--- src/rtl/rf_seq_master_if.sv ---
// Register-file write/read ports plus the dump beat stream, seen from the sequencer (master).
// Read data returns combinationally from the read addresses; dump beats use dv_o/dready_i.
interface rf_seq_master_if #(
    parameter int DW = 32,
    parameter int AW = 5
);
    logic          regwrite_o;
    logic [AW-1:0] wa_o;
    logic [DW-1:0] wd_o;
    logic [AW-1:0] ra0_o;
    logic [DW-1:0] rd0_i;
    logic [AW-1:0] ra1_o;
    logic [DW-1:0] rd1_i;
    logic          dv_o;
    logic          dready_i;
    logic [AW-1:0] didx_o;
    logic [DW-1:0] dd_o;

    modport master (
        output regwrite_o, wa_o, wd_o, ra0_o, ra1_o, dv_o, didx_o, dd_o,
        input  rd0_i, rd1_i, dready_i
    );

    modport slave (
        input  regwrite_o, wa_o, wd_o, ra0_o, ra1_o, dv_o, didx_o, dd_o,
        output rd0_i, rd1_i, dready_i
    );
endinterface

--- src/rtl/rf_seq_master.sv ---
// Regfile sequencer: fill+read-back verify and/or dump of every register over valid/ready.
// Fill takes NREG+1 cycles; first dump beat 1 cycle after DUMP entry; dump stalls hold beat.
module rf_seq_master #(
    parameter int DW   = 32,
    parameter int AW   = 5,
    parameter int NREG = 32
) (
    input  logic            clk,
    input  logic            rst_n,
    input  logic            start_i,
    input  logic [1:0]      mode_i,
    input  logic [DW-1:0]   pat_i,
    output logic            busy_o,
    output logic            done_o,
    output logic            err_o,
    output logic [AW-1:0]   err_idx_o,
    rf_seq_master_if.master rf
);
    typedef enum logic [2:0] {
        S_IDLE,
        S_FILL,
        S_FVER,
        S_DUMP,
        S_DONE
    } state_t;

    localparam int            CW       = AW + 1;
    localparam logic [AW-1:0] LAST_IDX = AW'(NREG - 1);
    localparam logic [CW-1:0] NREG_CNT = CW'(NREG);

    state_t        state_q, state_d;
    logic [DW-1:0] pat_q;
    logic          dump_after_q;
    logic [AW-1:0] wa_q;
    logic [DW-1:0] wd_q;
    logic [AW-1:0] ra1_q;
    logic [CW-1:0] dump_idx_q;
    logic          dv_q;
    logic [AW-1:0] didx_q;
    logic [DW-1:0] dd_q;
    logic          err_q;
    logic [AW-1:0] err_idx_q;

    logic start_acc;
    logic fill_mode;
    logic last_wr;
    logic last_beat;
    logic chk_en;
    logic mismatch;
    logic dump_load;

    assign start_acc = (state_q == S_IDLE) && start_i;
    assign fill_mode = (mode_i == 2'b01) || (mode_i == 2'b10);
    assign last_wr   = (wa_q == LAST_IDX);
    assign last_beat = dv_q && rf.dready_i && (didx_q == LAST_IDX);
    // ra1 trails the write address by one, so reg k-1 is checked while reg k is written
    assign chk_en    = ((state_q == S_FILL) && (wa_q != '0)) || (state_q == S_FVER);
    assign mismatch  = chk_en && (rf.rd1_i != (pat_q + DW'(ra1_q)));
    assign dump_load = (state_q == S_DUMP) && (!dv_q || rf.dready_i) && (dump_idx_q < NREG_CNT);

    always_ff @(posedge clk or negedge rst_n) begin
        if (!rst_n) begin
            state_q <= S_IDLE;
        end else begin
            state_q <= state_d;
        end
    end

    always_comb begin
        state_d       = state_q;
        busy_o        = 1'b0;
        done_o        = 1'b0;
        rf.regwrite_o = 1'b0;
        case (state_q)
            S_IDLE: begin
                if (start_i) begin
                    state_d = fill_mode ? S_FILL : S_DUMP;
                end
            end
            S_FILL: begin
                busy_o        = 1'b1;
                rf.regwrite_o = 1'b1;
                if (last_wr) begin
                    state_d = S_FVER;
                end
            end
            S_FVER: begin
                busy_o  = 1'b1;
                state_d = dump_after_q ? S_DUMP : S_DONE;
            end
            S_DUMP: begin
                busy_o = 1'b1;
                if (last_beat) begin
                    state_d = S_DONE;
                end
            end
            S_DONE: begin
                busy_o  = 1'b1;
                done_o  = 1'b1;
                state_d = S_IDLE;
            end
            default: state_d = S_IDLE;
        endcase
    end

    always_ff @(posedge clk or negedge rst_n) begin
        if (!rst_n) begin
            pat_q        <= '0;
            dump_after_q <= 1'b0;
            wa_q         <= '0;
            wd_q         <= '0;
            ra1_q        <= '0;
            dump_idx_q   <= '0;
            dv_q         <= 1'b0;
            didx_q       <= '0;
            dd_q         <= '0;
            err_q        <= 1'b0;
            err_idx_q    <= '0;
        end else begin
            if (start_acc) begin
                pat_q        <= pat_i;
                dump_after_q <= (mode_i == 2'b10);
                err_q        <= 1'b0;
                err_idx_q    <= '0;
                if (fill_mode) begin
                    wa_q  <= '0;
                    wd_q  <= pat_i;
                    ra1_q <= '0;
                end
            end

            // Address/data stop on the last register so they hold it after the fill
            if (state_q == S_FILL) begin
                ra1_q <= wa_q;
                if (!last_wr) begin
                    wa_q <= wa_q + AW'(1);
                    wd_q <= wd_q + DW'(1);
                end
            end

            if (mismatch) begin
                err_q <= 1'b1;
                if (!err_q) begin
                    err_idx_q <= ra1_q;
                end
            end

            if (state_q == S_DUMP) begin
                if (dump_load) begin
                    dd_q       <= rf.rd0_i;
                    didx_q     <= dump_idx_q[AW-1:0];
                    dv_q       <= 1'b1;
                    dump_idx_q <= dump_idx_q + CW'(1);
                end else if (dv_q && rf.dready_i) begin
                    dv_q <= 1'b0;
                end
            end else begin
                dump_idx_q <= '0;
            end
        end
    end

    assign rf.wa_o   = wa_q;
    assign rf.wd_o   = wd_q;
    assign rf.ra1_o  = ra1_q;
    assign rf.ra0_o  = dump_idx_q[AW-1:0];
    assign rf.dv_o   = dv_q;
    assign rf.didx_o = didx_q;
    assign rf.dd_o   = dd_q;
    assign err_o     = err_q;
    assign err_idx_o = err_idx_q;
endmodule

--- src/flat_wrapper.sv ---
// flat-port wrapper written by rule: the top's interface ports become plain ports
module rf_seq_master_flat 
#(
    parameter int DW   = 32,
    parameter int AW   = 5,
    parameter int NREG = 32
)
  (clk, rst_n, start_i, mode_i, pat_i, busy_o, done_o, err_o, err_idx_o, rf_regwrite_o, rf_wa_o, rf_wd_o, rf_ra0_o, rf_ra1_o, rf_dv_o, rf_didx_o, rf_dd_o, rf_rd0_i, rf_rd1_i, rf_dready_i);
  rf_seq_master_if #(.DW(DW), .AW(AW)) rf_i ();
  input  logic clk;
  input  logic rst_n;
  input  logic start_i;
  input  logic [1:0] mode_i;
  input  logic [DW-1:0] pat_i;
  output logic busy_o;
  output logic done_o;
  output logic err_o;
  output logic [AW-1:0] err_idx_o;
  output wire logic [$bits(rf_i.regwrite_o)-1:0] rf_regwrite_o;
  output wire logic [$bits(rf_i.wa_o)-1:0] rf_wa_o;
  output wire logic [$bits(rf_i.wd_o)-1:0] rf_wd_o;
  output wire logic [$bits(rf_i.ra0_o)-1:0] rf_ra0_o;
  output wire logic [$bits(rf_i.ra1_o)-1:0] rf_ra1_o;
  output wire logic [$bits(rf_i.dv_o)-1:0] rf_dv_o;
  output wire logic [$bits(rf_i.didx_o)-1:0] rf_didx_o;
  output wire logic [$bits(rf_i.dd_o)-1:0] rf_dd_o;
  input wire logic [$bits(rf_i.rd0_i)-1:0] rf_rd0_i;
  input wire logic [$bits(rf_i.rd1_i)-1:0] rf_rd1_i;
  input wire logic [$bits(rf_i.dready_i)-1:0] rf_dready_i;
  assign rf_regwrite_o = rf_i.regwrite_o;
  assign rf_wa_o = rf_i.wa_o;
  assign rf_wd_o = rf_i.wd_o;
  assign rf_ra0_o = rf_i.ra0_o;
  assign rf_ra1_o = rf_i.ra1_o;
  assign rf_dv_o = rf_i.dv_o;
  assign rf_didx_o = rf_i.didx_o;
  assign rf_dd_o = rf_i.dd_o;
  assign rf_i.rd0_i = rf_rd0_i;
  assign rf_i.rd1_i = rf_rd1_i;
  assign rf_i.dready_i = rf_dready_i;
  rf_seq_master #(.DW(DW), .AW(AW), .NREG(NREG)) u_core (.clk(clk), .rst_n(rst_n), .start_i(start_i), .mode_i(mode_i), .pat_i(pat_i), .busy_o(busy_o), .done_o(done_o), .err_o(err_o), .err_idx_o(err_idx_o), .rf(rf_i));
endmodule
--- config.mk ---
export PLATFORM = sky130hd
export DESIGN_NAME = rf_seq_master_flat
export DESIGN_NICKNAME = d
export VERILOG_FILES = /design/src/rtl/rf_seq_master_if.sv /design/src/rtl/rf_seq_master.sv /design/src/flat_wrapper.sv
export SDC_FILE = /design/constraint.sdc
export NUM_CORES = 1
export LEC_CHECK = 0
export CORE_UTILIZATION = 50
export CTS_CLUSTER_SIZE = 20
export DETAILED_ROUTE_END_ITERATION = 8
export PLACE_DENSITY = 0.92
export SLEW_MARGIN = 20
export SYNTH_ARGS = -nofsm -noshare
export SYNTH_HDL_FRONTEND = slang
export SYNTH_SLANG_ARGS = --single-unit
--- constraint.sdc ---
create_clock -name clk -period 7.9 [get_ports clk]
set_input_delay 1.58 -clock clk [delete_from_list [all_inputs] [get_ports clk]]
set_output_delay 1.58 -clock clk [all_outputs]
set_load 0.005 [all_outputs]
Yosys cells after proc, flatten, opt, wreduce, memory -nomap -nowiden
Cells that the tools add are included.
{"block": "totals", "regBits": 128, "wordCells": 81, "in_bits": 102, "output_inout_bits": 94}
{"block": "classes", "n_lt_le_gt_ge": 1, "n_eq_ne": 13, "n_reduce_logical": 22, "n_addsub": 4, "muxes": 29}
{"cell": "two-way mux 32 bit", "n": 4}
{"cell": "two-way mux 5 bit", "n": 10}
{"cell": "adder 32 x 1 -> 32 bit (second input constant)", "n": 1}
{"cell": "adder 32 x 5 -> 32 bit", "n": 1}
{"cell": "!= test 32 bit", "n": 1}
{"cell": "two-way mux 3 bit", "n": 4}
{"cell": "two-way mux 6 bit", "n": 2}
{"cell": "case mux 3 bit (4 select lines)", "n": 1}
{"cell": "== test 5 bit (second input constant)", "n": 2}
{"cell": "nonzero test 2 bit", "n": 4}
{"cell": "logical AND 1 bit", "n": 7}
{"cell": "two-way mux 1 bit", "n": 7}
{"cell": "adder 6 x 1 -> 6 bit (second input constant)", "n": 1}
{"cell": "== test 3 x 2 -> 1 bit (second input constant)", "n": 2}
{"cell": "less-than comparator 6 bit (second input constant)", "n": 1}
{"cell": "!= test 2 x 1 -> 1 bit (second input constant)", "n": 3}
{"cell": "AND reduction 2 bit", "n": 3}
{"cell": "adder 5 x 1 -> 5 bit (second input constant)", "n": 1}
{"cell": "nonzero test 5 bit", "n": 1}
{"cell": "OR reduction 4 bit", "n": 1}
{"cell": "== test 3 x 1 -> 1 bit (second input constant)", "n": 1}
{"cell": "== test 3 bit (second input constant)", "n": 1}
{"cell": "zero test 3 bit", "n": 1}
{"cell": "logical OR 1 bit", "n": 3}
{"cell": "6 further kinds", "n": 6}

Longest topological paths before layout
Gate-level depths: netlist (run 1).
{"block": "depth", "word_depth": 6, "ltp_mapped": 10, "mapped_depth_nobuf": 10}

Least setup slack after synthesis (run 1)
No wires, ideal clock.
{"block": "synth_timing", "kind": "input port to flip-flop", "startpoint": "input port rf_rd1_i[31]", "endpoint": "register u_core.err_idx_q[0], in the netlist u_core.err_idx_o[0]", "t_arrival_ns": 3.391, "slack_ns": 4.373, "cell_stages": 8, "required_ns": 7.764, "n_path_buf": 0, "setup_ns": 0.136, "cell_sequence": "xnor2_1 > or4_1 > a21o_1 > mux2_2 > a2111oi_0 > and4b_2 > a211oi_4 > mux2i_1"}
{"block": "synth_via", "elab_chain_cells": 3}
{"element": "start, declared", "line": "flat_wrapper.sv:28", "rtl": "input wire logic [$bits(rf_i.rd1_i)-1:0] rf_rd1_i;"}
{"element": "!= test 32 bit", "line": "rf_seq_master.sv:58", "rtl": "assign mismatch = chk_en && (rf.rd1_i != (pat_q + DW'(ra1_q)));"}
{"element": "logical AND 1 bit", "line": "rf_seq_master.sv:58"}
{"element": "two-way mux 5 bit", "line": "rf_seq_master.sv:141", "rtl": "if (mismatch) begin"}
{"element": "end signal, assigned", "line": "rf_seq_master.sv:144", "rtl": "err_idx_q <= ra1_q;"}
{"element": "end, declared", "line": "rf_seq_master.sv:42", "rtl": "logic [AW-1:0] err_idx_q;"}
Every way passes these cells.
A chain may end at the register's enable or synchronous reset.

Worst setup path after layout (run 1)
{"block": "layout_timing", "startpoint": "input port rf_rd1_i[31]", "endpoint": "register u_core.err_idx_q[3], in the netlist u_core.err_idx_o[3]"}
The elaborated chain is that of the path after synthesis.

==> metrics.txt, run 1 <==
grt total ovfl 0; sequential area share after synthesis 0.463; status finished clean; layout net count 1040; Sw Share 0.369; hold buffer count at cts 0; die height 120 µm; post-route setup TNS 0 ps; Sw Pwr 1.33 mW; most frequent cells in the layout 194 x clkdlybuf4s50_1, 142 x nand2_1, 128 x dfrtp_1, 59 x nor2_1, 39 x mux2_2; Placer Congestion about 0.94; CTS tree done; Hold Vio Cnt, Final 0; Hold WS 493 ps; Bufs on Longest Clock Path 2; H-tree levels 4; Clock Sink Count 128; Post-synth EDFFs 0; CP Launch Type input pin; Worst-Skew Late Latency 420 ps; drt pass-1 iters 5; Slowest-stage cell, CP or4_1; Synth warnings 0; Yosys cell types 64; Antenna Nets Post-Route 0; fill count 943; reg2reg start u_core.rf.ra1_o[0]; diode count 0; drt wl/cell 18.4 µm; standard cell core area between 10000 and 15000 µm²; io pins between 150 and 200; met1 GRT Util 0.388; largest net degree at the start of global routing between 80 and 90; cells on worst reg2reg path 10; GRT Total Usage 0.297; Overall Power 3.61 mW; CP max FO 5; Seq pwr share 0.351; postcts setup bufs 0; die width 120 µm; asr flop ratio synth 1.00; FP Rows 42; Gate power share 0.430; Clk network pwr share 0.219; Initial Util 0.517; critical path arrival 4160 ps; post-cts sizing count 0; max-cap viol count 0; Cell Int Power 2.28 mW; synthesized area 6920 µm²; vias in the first global route around 6400; HP Start u_core.pat_q[3]; GRT busiest layer met2; number of antenna violations at the first check in global routing 0; Leakage Power between 3 and 4 nW; final worst slack 4030 ps; die area around 14000 µm²; #FFs+latches synth 128; CTS root buffer clkbuf_16; met2 Use GR 0.475; final period utilization 0.490; mean post-synth cell area 9.33 µm²; RSZ-0062 raised after global routing false; Hold Crit Class flop to flop; flop2flop setup slack 4280 ps; Worst Max-Slew Pin Slew about 1000 ps; hold depth 2; Slew HR 0.311; WL final around 20000 µm; post-placement setup slack approximately 3600 ps; clock edge transition at the registers on the reported setup and hold paths 50 ps; post-synthesis net count 856; critical path class input pin to flop; Critical Path, Cell by Cell clkdlybuf4s50_1, xnor2_1, or4_1, a21o_1, mux2_2, a2111oi_0, and4b_2, a211oi_4, mux2i_1; placed wire-length estimate 14600 µm; area grow syn2layout 38.5%; final worst path period need 3870 ps; first-pass GRT wire length between 30000 and 40000 µm; most common cell after layout, fill and taps aside clkdlybuf4s50_1; r2r endpoint u_core.err_idx_o[3]; M3 GR Usage 0.0699; Peak VDD IR 0.209 mV; share of layout cells above drive strength 1 0.0980; crit end category flop; total CTS buffers 17; Primary FF master, synth dfrtp_1; Synth Instances around 740; clk_skew 9.37 ps; vias roughly 6600; PD cells 377 nW/µm²; FMAX 0.258 GHz; Max Slew Vio Count 0; final setup violation count 0; critical path's largest stage delay 470 ps; PortBufs just under 200; CP required 8180 ps; post-DR vias/cell 5.88; 1st-iter DRT viols 767; DR DRC count 0; Worst Hold Endpoint u_core.pat_q[3]
==> critical path: cells and delay by family <==
kind	cells	cell delay, ps
AOI/OAI and AO/OA	3	730
and+or+nand+nor	2	830
muxes	2	400
xor gates and xnor gates	1	170
buffers and inverters	1	440
==> per-layer routing <==
| metal | share of wire | vias to the layer above |
|---|---|---|
| met1 | 0.40 | 3206 |
| met5 | 0 | - |
| met2 | 0.49 | 313 |
| met3 | 0.077 | 51 |
| li1 | - | 2987 |
| met4 | 0.032 | 0 |
==> metrics by stage <==
step,cells,area [µm²],utilization
global placement,1083,8990,0.671
detailed placement,1083,8990,0.671
CTS,1115,9590,0.715
global route,1115,9590,0.716
floorplan,742,6920,-
finish,1115,9590,0.716
==> synth_stat cells, drive strengths merged, types with 14 or more instances <==
| library cell | n | share of area |
|---|---|---|
| o21ai | 28 | 0.020 |
| nand3 | 22 | 0.016 |
| nor3 | 15 | 0.012 |
| nand4 | 19 | 0.018 |
| and3 | 14 | 0.013 |
| clkbuf | 27 | 0.015 |
| nand2 | 142 | 0.077 |
| a211oi | 23 | 0.027 |
| nor2 | 59 | 0.032 |
| dfrtp | 128 | 0.46 |
| xor2 | 21 | 0.027 |
| inv | 18 | 0.0098 |
| mux2 | 39 | 0.063 |
| xnor2 | 22 | 0.028 |
| a21oi | 31 | 0.023 |
==> flip-flops by register name (all words and copies together) (netlist names) <==
signal / count
u_core.dump_after_q: 1
u_core.rf.dv_o: 1
u_core.rf.wd_o: 32
u_core.rf.dd_o: 32
u_core.rf.ra1_o: 5
u_core.dump_idx_q: 6
u_core.state_q: 3
u_core.pat_q: 32
u_core.rf.wa_o: 5
u_core.rf.didx_o: 5
u_core.err_o: 1
u_core.err_idx_o: 5
==> worst max-delay path by stage <==
stage                 startpoint  slack [ps]                   to
global route        rf_rd1_i[31]        3980  u_core.err_idx_o[1]
finish              rf_rd1_i[31]        4030  u_core.err_idx_o[3]
global placement    rf_rd1_i[31]        3670  u_core.err_idx_o[2]
detailed placement  rf_rd1_i[31]        3630  u_core.err_idx_o[4]
CTS                 rf_rd1_i[31]        4060  u_core.err_idx_o[3]
floorplan           rf_rd1_i[31]        4370  u_core.err_idx_o[0]
==> cell type report <==
class	instances	area [µm²]	area share
sequential	128	3200	0.334
inverter	18	67.6	0.00705
tap	176	220	0.0230
clock inverter	10	136	0.0142
timing repair buffer	202	2010	0.209
clock buffer	22	454	0.0474
multi-input combinational	559	3500	0.365
==> cells by family (layout without fill, tap and decap cells) <==
kind of cell | after synthesis | after routing | share of synthesized area
AND/OR/NAND/NOR | 326 | 326 | 0.223
AO/OA/AOI/OAI | 130 | 130 | 0.128
flip-flops | 128 | 128 | 0.463
buffers and inverters | 55 | 252 | 0.0327
multiplexers | 48 | 48 | 0.0764
XOR/XNOR | 43 | 43 | 0.0544
adder cells (fa/ha/maj) | 12 | 12 | 0.0228
==> power groups by stage <==
stage | Clock (mW) | Sequential, mW | Combinational [mW]
after floorplan | 0 | 1.17 | 0.882
after global placement | 0 | 1.25 | 1.48
after detailed placement | 0 | 1.26 | 1.53
after CTS | 0.792 | 1.26 | 1.56
after global routing | 0.825 | 1.31 | 1.71
final | 0.789 | 1.27 | 1.55
(Power assumes the default switching activity.)
==> run 2: changes to the inputs <==
--- a/config.mk
+++ b/config.mk
@@ -5,10 +5,10 @@
 export SDC_FILE = /design/constraint.sdc
 export NUM_CORES = 1
 export LEC_CHECK = 0
-export CORE_UTILIZATION = 50
+export CORE_UTILIZATION = 49
 export CTS_CLUSTER_SIZE = 20
 export DETAILED_ROUTE_END_ITERATION = 8
-export PLACE_DENSITY = 0.92
+export PLACE_DENSITY = 0.91
 export SLEW_MARGIN = 20
 export SYNTH_ARGS = -nofsm -noshare
 export SYNTH_HDL_FRONTEND = slang
==> constraint.sdc (replaced) <==
create_clock -name clk -period 4 [get_ports clk]
set_input_delay 0.8 -clock clk [delete_from_list [all_inputs] [get_ports clk]]
set_output_delay 0.8 -clock clk [all_outputs]
set_load 0.005 [all_outputs]
==> metrics.txt, run 2 (same netlist as run 1, synthesis figures left out) <==
placed wire-length estimate between 15000 and 20000 µm; largest net degree at the start of global routing between 60 and 70; Peak VDD IR 0.427 mV; Placer Congestion 0.911; 1st-iter DRT viols about 640; Leakage Power roughly 4 nW; first-pass GRT wire length 32200 µm; area grow syn2layout 38.8%; Clock Sink Count around 130; flop2flop setup slack ~210 ps; area of the multi-input gates 3500 µm²; io pins 196; PortBufs 195; H-tree levels 4; CP max FO 6; met3 WL post-DR 1300 µm; Hold WS 467 ps; CP required 4280 ps; grt total ovfl 0; Worst Max-Slew Pin Slew 797 ps; PD cells 735 nW/µm²; Antenna Nets Post-Route 0; vias 6480; CTS tree done; most common cell after layout, fill and taps aside clkdlybuf4s50_1; die area roughly 15000 µm²; final non-filler cell total 1125; Max Slew Vio Count 0; r2r endpoint u_core.err_idx_o[1]; reg2reg start u_core.rf.ra1_o[0]; post-DR vias/cell between 5 and 6; post-route setup TNS 0 ps; GRT Total Usage 0.287; DR DRC count 0; final worst path period need 3790 ps; Bufs on Longest Clock Path 2; Initial Util 0.501; fill count 1000; drt pass-1 iters 5; max-cap viol count 0; share of layout cells above drive strength 1 0.0997; CTS root buffer clkbuf_16; Worst-Skew Late Latency 410 ps; critical path arrival around 4000 ps; CP Launch Type flop; DR WL met2 9490 µm; crit end category flop; vias in the first global route 6340; critical path class flop to flop; WL final slightly above 20000 µm; Register Area 3200 µm²; standard cell core area 13800 µm²; cells on worst reg2reg path 10; drt wl/cell ~18 µm; total CTS buffers 17; die height 121 µm; Highest Signal Layer met4; die width roughly 120 µm; layout net count between 1000 and 1500; number of antenna violations at the first check in global routing 1; Met1 Wirelength 8780 µm; Hold Crit Class input pin to async pin; RSZ-0062 raised after global routing false; clk_skew 9.62 ps; clock edge transition at the registers on the reported setup and hold paths 60 ps; FP Rows between 40 and 50; final period utilization 0.948; placed cells around 1100; final setup violation count 0; hold buffer count at cts 0; Hold Vio Cnt, Final 0; most frequent cells in the layout 194 x clkdlybuf4s50_1, 142 x nand2_1, 128 x dfrtp_1, 59 x nor2_1, 39 x mux2_2; post-cts sizing count 0; status finished clean; Slew HR 0.469; postcts setup bufs 0; FMAX 0.264 GHz
-- run 2: stage by stage --
stage	power [mW]	area (µm²)	worst slack (ps)	utilization
6_report	7.06	9610	210	0.695
5_1_grt	7.50	9610	122	0.695
4_1_cts	7.05	9600	268	0.695
3_5_place_dp	5.53	9040	280	0.654
3_3_place_gp	5.43	9040	376	0.654
2_1_floorplan	4.06	6920	902	-
-- run 2: power by group --
| part | switching, mW | internal (mW) | leakage [nW] | total, mW |
|---|---|---|---|---|
| Clock | 0.530 | 0.943 | 0.271 | 1.47 |
| Combinational | 1.44 | 1.67 | 2.19 | 3.10 |
| Sequential | 0.637 | 1.85 | 1.53 | 2.49 |
| Total | 2.60 | 4.46 | 3.99 | 7.06 |
-- run 2: layout make-up --
type | count | share of cell area
multi-input cells | 559 | 0.364
inverters | 18 | 0.00703
repair buffers | 207 | 0.214
clock inverters | 6 | 0.00859
diodes | 2 | 0.000521
flip-flops and latches | 128 | 0.333
well taps | 180 | 0.0234
clock buffers | 25 | 0.0495
-- run 2: worst max path at each step --
stage	endpoint	slack, ps	from	cells after the start
floorplan	u_core.err_idx_o[0]	900	u_core.rf.ra1_o[0]	10
global placement	u_core.err_idx_o[0]	380	rf_rd1_i[31]	9
detailed placement	u_core.err_idx_o[2]	280	u_core.rf.ra1_o[0]	10
CTS	u_core.err_idx_o[1]	270	u_core.rf.ra1_o[0]	10
global route	u_core.err_idx_o[3]	120	u_core.rf.ra1_o[0]	10
finish	u_core.err_idx_o[1]	210	u_core.rf.ra1_o[0]	10
-- run 2: critical path, stage by stage (launching register included) --
cell and delay [ps]:
dfrtp_1 400, ha_1 210, fa_1 210, a21oi_1 120, o22a_1 270, or4_1 550
or4_1 530, a2111oi_0 730, and4b_2 380, a211oi_4 110, mux2i_1 150
-- run 2: per-layer routing --
| metal | global-route usage | vias up |
|---|---|---|
| li1 | - | 3007 |
| met1 | 0.386 | 3100 |
| met2 | 0.442 | 303 |
| met3 | 0.0508 | 70 |
| met4 | 0.152 | 0 |
| met5 | 0 | - |
